`src/rtl/lcd_pkg.sv`:
```
// Shared constants for the LCD bus receiver: opcode masks, error bits,
// buffer fill value, line base addresses and FSM state encodings.
package lcd_pkg;

  localparam logic [7:0] SPACE      = 8'h20;
  localparam logic [6:0] LINE0_BASE = 7'h00;
  localparam logic [6:0] LINE1_BASE = 7'h40;

  // Instruction opcodes as (mask, value) pairs, listed in decode priority order.
  localparam logic [7:0] OP_DDRAM_MASK = 8'h80;
  localparam logic [7:0] OP_DDRAM_VAL  = 8'h80;
  localparam logic [7:0] OP_CGRAM_MASK = 8'hC0;
  localparam logic [7:0] OP_CGRAM_VAL  = 8'h40;
  localparam logic [7:0] OP_SHIFT_MASK = 8'hF0;
  localparam logic [7:0] OP_SHIFT_VAL  = 8'h10;
  localparam logic [7:0] OP_DISP_MASK  = 8'hF8;
  localparam logic [7:0] OP_DISP_VAL   = 8'h08;
  localparam logic [7:0] OP_ENTRY_MASK = 8'hFC;
  localparam logic [7:0] OP_ENTRY_VAL  = 8'h04;
  localparam logic [7:0] OP_HOME_MASK  = 8'hFE;
  localparam logic [7:0] OP_HOME_VAL   = 8'h02;
  localparam logic [7:0] OP_CLEAR_MASK = 8'hFF;
  localparam logic [7:0] OP_CLEAR_VAL  = 8'h01;

  localparam int unsigned ERR_READ = 0;
  localparam int unsigned ERR_BUSY = 1;
  localparam int unsigned ERR_ADDR = 2;

  localparam logic [0:0] ST_IDLE  = 1'b0;
  localparam logic [0:0] ST_CLEAR = 1'b1;

  function automatic logic op_match(input logic [7:0] d, input logic [7:0] mask,
                                    input logic [7:0] val);
    return (d & mask) == val;
  endfunction

  // Only the first 16 columns of each of the two lines exist.
  function automatic logic ddram_legal(input logic [6:0] a);
    return (a[6:4] == LINE0_BASE[6:4]) || (a[6:4] == LINE1_BASE[6:4]);
  endfunction

endpackage

```
`src/rtl/lcd_addr_step.sv`:
```
// Cursor step across the two 16-column lines, wrapping line to line.
module lcd_addr_step
  import lcd_pkg::*;
(
  input  logic [6:0] addr,
  input  logic       incr,
  output logic [6:0] next_addr
);

  // Wrap at the end of each line into the other line, otherwise +/-1.
  always_comb begin
    next_addr = addr;
    if (incr) begin
      if (addr == (LINE0_BASE + 7'h0F))      next_addr = LINE1_BASE;
      else if (addr == (LINE1_BASE + 7'h0F)) next_addr = LINE0_BASE;
      else                                   next_addr = addr + 7'd1;
    end else begin
      if (addr == LINE0_BASE)                next_addr = LINE1_BASE + 7'h0F;
      else if (addr == LINE1_BASE)           next_addr = LINE0_BASE + 7'h0F;
      else                                   next_addr = addr - 7'd1;
    end
  end

endmodule

```
`src/rtl/lcd_bus_receiver.sv`:
```
// HD44780-style bus receiver: decodes write strobes on the falling edge of
// LCD_E into a 2x16 character buffer, cursor and display state.
module lcd_bus_receiver
  import lcd_pkg::*;
#(
  parameter int unsigned CLR_CYCLES = 32
) (
  input  logic       clock,
  input  logic       reset,
  input  logic       LCD_E,
  input  logic       LCD_RS,
  input  logic       LCD_RW,
  input  logic [7:0] LCD_DATA,
  input  logic [4:0] rd_addr,
  output logic [7:0] rd_char,
  output logic [6:0] cursor_addr,
  output logic       display_on,
  output logic       incr_mode,
  output logic       busy,
  output logic       wr_pulse,
  output logic [2:0] err
);

  logic        e_q, rs_q, rw_q;
  logic [7:0]  data_q;
  logic [0:0]  state_q, state_d;
  logic [31:0] cnt_q, cnt_d;
  logic [6:0]  cursor_q, cursor_d;
  logic        disp_q, disp_d;
  logic        incr_q, incr_d;
  logic        wr_q, wr_d;
  logic [2:0]  err_q, err_d;
  logic [7:0]  rd_q, rd_d;
  logic [7:0]  buf_q [32];
  logic [7:0]  buf_d [32];
  logic        strobe;
  logic [6:0]  step_addr;

  // RS/RW/DATA are taken from the registered copies, i.e. while E was high.
  assign strobe = e_q & ~LCD_E;

  lcd_addr_step u_step (
    .addr      (cursor_q),
    .incr      (incr_q),
    .next_addr (step_addr)
  );

  // Next-state: clear timer, strobe classification and instruction/data decode.
  always_comb begin
    state_d  = state_q;
    cnt_d    = cnt_q;
    cursor_d = cursor_q;
    disp_d   = disp_q;
    incr_d   = incr_q;
    wr_d     = 1'b0;
    err_d    = err_q;
    buf_d    = buf_q;
    rd_d     = buf_q[rd_addr];

    if (state_q == ST_CLEAR) begin
      if (cnt_q == 32'd0) state_d = ST_IDLE;
      else                cnt_d   = cnt_q - 32'd1;
    end

    if (strobe) begin
      if (rw_q) begin
        err_d[ERR_READ] = 1'b1;
      end else if (state_q == ST_CLEAR) begin
        err_d[ERR_BUSY] = 1'b1;
      end else if (rs_q) begin
        buf_d[{cursor_q[6], cursor_q[3:0]}] = data_q;
        wr_d     = 1'b1;
        cursor_d = step_addr;
      end else if (op_match(data_q, OP_DDRAM_MASK, OP_DDRAM_VAL)) begin
        if (ddram_legal(data_q[6:0])) cursor_d = data_q[6:0];
        else                          err_d[ERR_ADDR] = 1'b1;
      end else if (op_match(data_q, OP_CGRAM_MASK, OP_CGRAM_VAL) ||
                   op_match(data_q, OP_SHIFT_MASK, OP_SHIFT_VAL)) begin
        // Accepted, no modelled effect.
      end else if (op_match(data_q, OP_DISP_MASK, OP_DISP_VAL)) begin
        disp_d = data_q[2];
      end else if (op_match(data_q, OP_ENTRY_MASK, OP_ENTRY_VAL)) begin
        incr_d = data_q[1];
      end else if (op_match(data_q, OP_HOME_MASK, OP_HOME_VAL)) begin
        cursor_d = LINE0_BASE;
      end else if (op_match(data_q, OP_CLEAR_MASK, OP_CLEAR_VAL)) begin
        // Buffer is blanked at entry; busy then holds for CLR_CYCLES cycles.
        state_d  = ST_CLEAR;
        cnt_d    = CLR_CYCLES - 32'd1;
        cursor_d = LINE0_BASE;
        incr_d   = 1'b1;
        for (int i = 0; i < 32; i++) buf_d[i] = SPACE;
      end
    end
  end

  // State registers with synchronous active-low reset.
  always_ff @(posedge clock) begin
    if (!reset) begin
      e_q      <= 1'b0;
      rs_q     <= 1'b0;
      rw_q     <= 1'b0;
      data_q   <= 8'h00;
      state_q  <= ST_IDLE;
      cnt_q    <= 32'd0;
      cursor_q <= LINE0_BASE;
      disp_q   <= 1'b0;
      incr_q   <= 1'b1;
      wr_q     <= 1'b0;
      err_q    <= 3'b000;
      rd_q     <= SPACE;
      for (int i = 0; i < 32; i++) buf_q[i] <= SPACE;
    end else begin
      e_q      <= LCD_E;
      rs_q     <= LCD_RS;
      rw_q     <= LCD_RW;
      data_q   <= LCD_DATA;
      state_q  <= state_d;
      cnt_q    <= cnt_d;
      cursor_q <= cursor_d;
      disp_q   <= disp_d;
      incr_q   <= incr_d;
      wr_q     <= wr_d;
      err_q    <= err_d;
      rd_q     <= rd_d;
      for (int i = 0; i < 32; i++) buf_q[i] <= buf_d[i];
    end
  end

  assign rd_char     = rd_q;
  assign cursor_addr = cursor_q;
  assign display_on  = disp_q;
  assign incr_mode   = incr_q;
  assign busy        = (state_q == ST_CLEAR);
  assign wr_pulse    = wr_q;
  assign err         = err_q;

endmodule

```
`config.mk`:
```
export PLATFORM = sky130hd
export DESIGN_NAME = lcd_bus_receiver
export DESIGN_NICKNAME = d
export VERILOG_FILES = /design/src/rtl/lcd_pkg.sv /design/src/rtl/lcd_addr_step.sv /design/src/rtl/lcd_bus_receiver.sv
export SDC_FILE = /design/constraint.sdc
export NUM_CORES = 1
export LEC_CHECK = 0
export BUFFER_PORTS_ARGS = -buffer_cell sky130_fd_sc_hd__buf_2
export CORE_MARGIN = 1.5
export CORE_UTILIZATION = 38
export CTS_CLUSTER_SIZE = 12
export DETAILED_ROUTE_END_ITERATION = 7
export PLACE_DENSITY = 0.64
export SLEW_MARGIN = 20
export SYNTH_ARGS = -nofsm -noshare
export SYNTH_HDL_FRONTEND = slang
export SYNTH_HIERARCHICAL = 1
export SYNTH_SLANG_ARGS = --single-unit
```
`constraint.sdc`:
```
create_clock -name clock -period 2.4 [get_ports clock]
set_clock_uncertainty 0.05 [all_clocks]
set_input_delay 0 -clock clock [delete_from_list [all_inputs] [get_ports clock]]
set_output_delay 0 -clock clock [all_outputs]
set_load 0.1 [all_outputs]
```
==> flow_metrics.tcl, run 1 <==
set metrics [dict create \
    insertion_delay_ns 0.53 \
    ant_nets 0 \
    drtIter0Drc 1100 \
    reg2reg_to "cnt_q[27]$_SDFF_PN0_" \
    synth_ff_type "dfxtp_1" \
    synth-compound-area-share 0.1991 \
    synthXorXnorAreaFrac 0.005037 \
    drt_wl_total_um 40460 \
    firstDrtPassIters 5 \
    gp_congestion 0.8582 \
    wl_per_cell_um 19.88 \
    grt_use_met1 0.2866 \
    max_slew_margin 0.2760 \
    grtUsageTotal 0.2128 \
    synth_seq_area_share 0.4620 \
    finalSetupViolCount 0 \
    ioPinCount 40 \
    cts_tree "done" \
    reg2reg_from "cnt_q[10]$_SDFF_PN0_" \
    synth-seq-cells 321 \
    dr_total_vias 12190 \
    syn_inst 1511 \
    crit_chain "or4_4 > or3_4 > or3_4 > or4_1 > a21oi_2" \
    crit_fanout 10 \
    hold_end "rd_char[5]$_SDFF_PN1_" \
    r2r_cells 5 \
    dp_slack_ns 0.01269 \
    crit_path_start_kind "flop" \
    core_area_sq_um 35830 \
    diodes 0 \
    worst_slew_pin_slew_ns 1.081 \
    port_buffers 39 \
    grt_remaining_overflow 0 \
    async_flop_share 0 \
    power.static_leakage_nw 5.716 \
    clockBufferDepth 3 \
    cp.required_ns 2.82 \
    grt_antenna_before_repair 0 \
    grt_pass1_vias 11790 \
    die_y_um 194.3 \
    grt_max_degree 88 \
    cts_root_buffer "clkbuf_16" \
    ir_drop_mv 0.5831 \
    rsz0062_at_grt "true" \
    ys_types 66 \
    outcome "finished, final reports clean" \
    hold_depth 5 \
    min_path_type "in -> reg" \
    grt_first_pass_wirelength_um 65070 \
    yosys.area.top_type "dfxtp_1" \
    start_util 0.3883 \
    grtUsageMet3 0.03037 \
    cts.sinks 321 \
    dp_hpwl_um 26770 \
    synth_edf_count 0 \
    finalHoldViolations 0 \
    synth_fa_ha_area_frac 0.003598 \
    drive_above_1_share 0.1766 \
    total_power_w 0.01124 \
    min_period_ns 2.344 \
    yosysTopAreaCellShare 0.4620 \
    syn_area_sq_um 13910 \
    crit_path_end_kind "flop" \
    num_rows 69 \
    via_per_inst 5.991 \
    muxShareOfSynthArea 0.1113 \
    finalSetupTns_ns 0 \
    yosysMostFrequentCell "dfxtp_1" \
    final_nets 1571 \
    synth_commonest_cells "dfxtp_1 (321), nand2_1 (312), o22ai_1 (217), clkbuf_1 (119), o21ai_0 (73)" \
    drc 0 \
    period_share 0.9768 \
    synth_area_per_cell_sq_um 9.206 \
    synth_fp_nets 1533 \
    synth_area_leaders "dfxtp_1 (46%), o22ai_1 (9.8%), mux4_2 (9.4%)" \
    fmax_mhz 426.5 \
    synth_top_family_by_area "compound AO/OA/AOI/OAI gates" \
    htree_levels 2 \
    gr-max-usage-layer "met2" \
    crit_path_top_delay_cell "or4_4" \
    die-area_sq_um 37760 \
    synthSimpleGateAreaFrac 0.1767 \
    die_w_um 194.3 \
    crit_top_cell "or3_4" \
    cts_made_buffers 36 \
    slew_viol_final 0 \
    yosysWarnings 6 \
    worst_slack_ns 0.05560 \
    arrival_ns 2.76 \
    r2r_setup_slack_ns 0.06 \
    cap_violations 0 \
    path_class "reg -> reg" \
    cellPowerDensity_nw_per_um2 693.0 \
    cpPeakStageDelay_ns 0.55 \
    clkSlewWorstSetupHoldPaths_ns 0.06 \
    crit_start "cnt_q[10]$_SDFF_PN0_" \
    syn_to_final_growth_pct 16.63 \
    min_from "rd_addr[3]" \
    use_met2 0.3445 \
]
[worst max-delay path by stage]
stage                                       to  depth (start not counted)
final                     cnt_q[27]$_SDFF_PN0_                          5
after global routing      cnt_q[22]$_SDFF_PN0_                          6
after detailed placement  cnt_q[20]$_SDFF_PN0_                          6
after floorplan           cnt_q[27]$_SDFF_PN0_                          7
after global placement    cnt_q[20]$_SDFF_PN0_                          6
after CTS                 cnt_q[20]$_SDFF_PN0_                          6
[state kept, by name, indices dropped and copies added, names as in the netlist, 3 cells and up]
register	count
buf_q	256
cnt_q	32
data_q	8
rd_char	8
cursor_addr	7
err	3
[cell usage in the layout (no fill, tap or decap), types with 6 or more instances in the layout]
| cell type | synthesis | routed |
|---|---|---|
| or3_1 | 16 | 14 |
| mux2_2 | 9 | 9 |
| buf_2 | 5 | 37 |
| o21ai_0 | 73 | 72 |
| nand2b_1 | 12 | 12 |
| and3_1 | 35 | 35 |
| inv_1 | 10 | 10 |
| buf_4 | 1 | 75 |
| o311ai_0 | 9 | 9 |
| mux4_2 | 58 | 58 |
| a22oi_1 | 7 | 7 |
| nor2_1 | 46 | 46 |
| o22ai_1 | 217 | 217 |
| a31oi_1 | 13 | 13 |
| mux2i_1 | 14 | 14 |
| clkbuf_1 | 119 | 12 |
| a21oi_1 | 33 | 31 |
| o32a_1 | 31 | 31 |
| nand2_1 | 312 | 312 |
| dlygate4sd3_1 | 0 | 14 |
| buf_12 | 0 | 8 |
| clkbuf_16 | 0 | 36 |
| nand3_1 | 11 | 11 |
| and2_1 | 12 | 12 |
| nor3_1 | 17 | 17 |
| nor2b_1 | 6 | 6 |
| clkbuf_8 | 0 | 6 |
| o31ai_1 | 10 | 8 |
| dfxtp_1 | 321 | 316 |
| or4_1 | 13 | 10 |
[area by class of cell]
cell class              instances  area, sq um
repair buffers                137         1082
multi-input cells            1042         6960
fillers                      3372        19600
clock inverters                 9        102.6
inverters                      11        41.29
flip-flops and latches        321         6432
well taps                     461        576.8
clock buffers                  54         1028
[logic make-up after synthesis]
logic type                 count (synthesis)
AOI/OAI and AO/OA                        424
muxes                                     81
buffers and inverters                    148
adders and majority gates                  4
DFF                                      321
xor gates and xnor gates                   8
and+or+nand+nor                          525
[report_power, final]
| part | internal (W) | total (W) | switching (W) | leakage, nW |
|---|---|---|---|---|
| clock network | 0.00309 | 0.00529 | 0.00220 | 0.555 |
| logic | 0.000186 | 0.000586 | 0.000400 | 2.57 |
| registers | 0.00535 | 0.00537 | 0.0000184 | 2.59 |
[worst max-delay path, delay by kind of cell, from the launching register on]
kind,cells,cell delay [ns]
AOI/OAI and AO/OA,1,0.13
and+or+nand+nor,4,1.80
DFF,1,0.31
[stage by stage]
| stage | hold slack (ns) | area, sq um | util | instances |
|---|---|---|---|---|
| after floorplan | 0.07729 | 13950 | - | 1511 |
| after global placement | 0.1555 | 14890 | 0.4156 | 1956 |
| after detailed placement | 0.1587 | 14890 | 0.4156 | 1956 |
| after CTS | 0.07878 | 16160 | 0.4511 | 2033 |
| after global routing | 0.1517 | 16220 | 0.4528 | 2035 |
| final | 0.1016 | 16220 | 0.4528 | 2035 |
[routing by layer]
metal,part of all wire,routed length (um),up-vias
met3,0.073,2937,94
met5,0,0,-
met2,0.46,18730,501
li1,-,-,5700
met1,0.43,17370,5897
met4,0.035,1418,0
[repair_timing]
| action | CTS | global route |
|---|---|---|
| hold buffers | 14 | 0 |
| endpoints found under the hold margin | 39 | 0 |
| endpoints found under the setup margin | 0 | 22 |
| gates resized for setup | 0 | 12 |
| buffers inserted | 0 | 2 |
Note: power is estimated with default switching activity, not from simulation.
==> run 2, diff against run 1 <==
--- a/config.mk
+++ b/config.mk
@@ -6,11 +6,12 @@
 export NUM_CORES = 1
 export LEC_CHECK = 0
 export BUFFER_PORTS_ARGS = -buffer_cell sky130_fd_sc_hd__buf_2
+export CAP_MARGIN = 25
 export CORE_MARGIN = 1.5
 export CORE_UTILIZATION = 38
 export CTS_CLUSTER_SIZE = 12
 export DETAILED_ROUTE_END_ITERATION = 7
-export PLACE_DENSITY = 0.64
+export PLACE_DENSITY = 0.62
 export SLEW_MARGIN = 20
 export SYNTH_ARGS = -nofsm -noshare
 export SYNTH_HDL_FRONTEND = slang
==> constraint.sdc (replaced) <==
create_clock -name clock -period 2.8 [get_ports clock]
set_clock_uncertainty 0.05 [all_clocks]
set_input_delay 0 -clock clock [delete_from_list [all_inputs] [get_ports clock]]
set_output_delay 0 -clock clock [all_outputs]
set_load 0.1 [all_outputs]
==> flow_metrics.tcl, run 2 (synthesized netlist as in run 1, its figures left out) <==
set metrics [dict create \
    outcome "finished, final reports clean" \
    p_int_w 0.007418 \
    die_w_um 194.3 \
    drt_wl_total_um 41060 \
    dr_total_vias 12030 \
    grtUsageTotal 0.2157 \
    wl_per_cell_um 20.42 \
    fin_util 0.4454 \
    finalSetupViolCount 0 \
    cts_tree "done" \
    rsz0062_at_grt "false" \
    ir_drop_mv 0.3569 \
    min_path_type "in -> reg" \
    drtIter0Drc 996 \
    fmax_mhz 381.4 \
    path_class "reg -> reg" \
    seq_power_share 0.476 \
    grt_remaining_overflow 0 \
    htree_levels 2 \
    slew_viol_final 0 \
    cts_root_buffer "clkbuf_16" \
    regArea_sq_um 6426 \
    grt_pass1_vias 11520 \
    p_sw_frac 0.2330 \
    finalSetupTns_ns 0 \
    crit_path_start_kind "flop" \
    cts_made_buffers 36 \
    dp_hpwl_um 26060 \
    power.static_leakage_nw 5.590 \
    grt_first_pass_wirelength_um 65440 \
    ioPinCount 40 \
    period_share 0.9364 \
    min_period_ns 2.622 \
    top_register "buf_q" \
    worst_slew_pin_slew_ns 1.262 \
    multiInputGateArea_sq_um 6907 \
    clockBufferDepth 3 \
    drc 0 \
    cellPowerDensity_nw_per_um2 606.1 \
    dp_slack_ns 0.2012 \
    grt_antenna_before_repair 0 \
    die_y_um 194.3 \
    gp_congestion 0.8157 \
    crit_fanout 11 \
    fillCellCount 3413 \
    ant_nets 0 \
    num_rows 69 \
    arrival_ns 3.02 \
    p_sw_w 0.002253 \
    clkPwrFrac 0.473 \
    start_util 0.3883 \
    max_slew_margin 0.1590 \
    mostFrequentLayoutCells "dfxtp_1 (321), nand2_1 (312), o22ai_1 (217), o21ai_0 (73), mux4_2 (58)" \
    port_buffers 39 \
    insertion_delay_ns 0.54 \
    core_area_sq_um 35830 \
    syn_to_final_growth_pct 14.71 \
    clkSlewWorstSetupHoldPaths_ns 0.06 \
    diodes 0 \
    cp.required_ns 3.20 \
    firstDrtPassIters 5 \
    drive_above_1_share 0.1484 \
    final_nets 1548 \
    via_per_inst 5.982 \
    crit_path_end_kind "flop" \
    worst_slack_ns 0.1780 \
    cap_violations 0 \
    reg_top3 "buf_q x256, cnt_q x32" \
    cts.sinks 321 \
    largest_reg_flops 256 \
    grt_max_degree 244 \
    r2r_setup_slack_ns 0.18 \
    pwr-share-comb 0.051 \
    die-area_sq_um 37760 \
    finalHoldViolations 0 \
    final_common_cell "dfxtp_1" \
]
## run 2: changes by cell type in the layout (fill, tap and decap cells not counted), moves of 3 or more
| cell | before | now |
|---|---|---|
| dfxtp_1 | 316 | 321 |
| or4_4 | 4 | 0 |
| dfxtp_2 | 5 | 0 |
| buf_4 | 75 | 48 |
| buf_12 | 8 | 4 |
| dlygate4sd3_1 | 14 | 24 |
| or4_1 | 10 | 13 |
## run 2: final timing paths
| check | from | to | cells past startpoint |
|---|---|---|---|
| hold reg to reg | buf_q[24]$_SDFFE_PN0P_ | buf_q[24]$_SDFFE_PN0P_ | 2 |
| setup / recovery | cnt_q[10]$_SDFF_PN0_ | cnt_q[27]$_SDFF_PN0_ | 6 |
| hold / removal | rd_addr[1] | rd_char[4]$_SDFF_PN0_ | 5 |
| setup reg to reg | cnt_q[10]$_SDFF_PN0_ | cnt_q[27]$_SDFF_PN0_ | 6 |
## run 2: cell type report
type,instances,share of cell area
well taps,461,0.03615
inverters,11,0.002588
flip-flops and latches,321,0.4027
multi-input cells,1042,0.4328
clock inverters,8,0.005018
repair buffers,114,0.05497
clock buffers,54,0.06571
## run 2: critical path, stage by stage (launching register included)
cell and delay, ns:
dfxtp_1 0.33, or4_1 0.54, buf_4 0.17, or3_4 0.39
or3_4 0.44, or4_1 0.49, a21oi_1 0.15
## run 2: what timing repair did
| item | 4_1_cts | 5_1_grt |
|---|---|---|
| buffers inserted | 0 | 0 |
| endpoints found under the hold margin | 28 | 0 |
| hold buffers | 24 | 0 |
| endpoints found under the setup margin | 0 | 0 |
| resized for setup | 0 | 0 |
## run 2: power groups by stage
stage,combinational (W),clock [W],sequential (W)
floorplan,0.000264,0,0.00475
global placement,0.000461,0,0.00470
detailed placement,0.000464,0,0.00470
CTS,0.000492,0.00464,0.00460
global route,0.000526,0.00480,0.00460
finish,0.000494,0.00457,0.00460
## run 2: layer usage
metal	part of all wire	global-route usage	wire, um	up-vias
li1	-	-	-	5670
met1	0.44	0.2932	17900	5837
met2	0.48	0.3561	19540	454
met3	0.063	0.02742	2569	69
met4	0.026	0.06944	1049	0
met5	0	0	0	-
## run 2: per-stage QoR
step | cells | instance area, sq um | power (W) | hold slack (ns)
6_report | 2011 | 15960 | 0.009671 | 0.1539
5_1_grt | 2011 | 15960 | 0.009931 | 0.1913
4_1_cts | 2011 | 15960 | 0.009731 | 0.1336
3_5_place_dp | 1925 | 14590 | 0.005168 | 0.1664
3_3_place_gp | 1925 | 14590 | 0.005164 | 0.1599
2_1_floorplan | 1511 | 13920 | 0.005012 | 0.07729
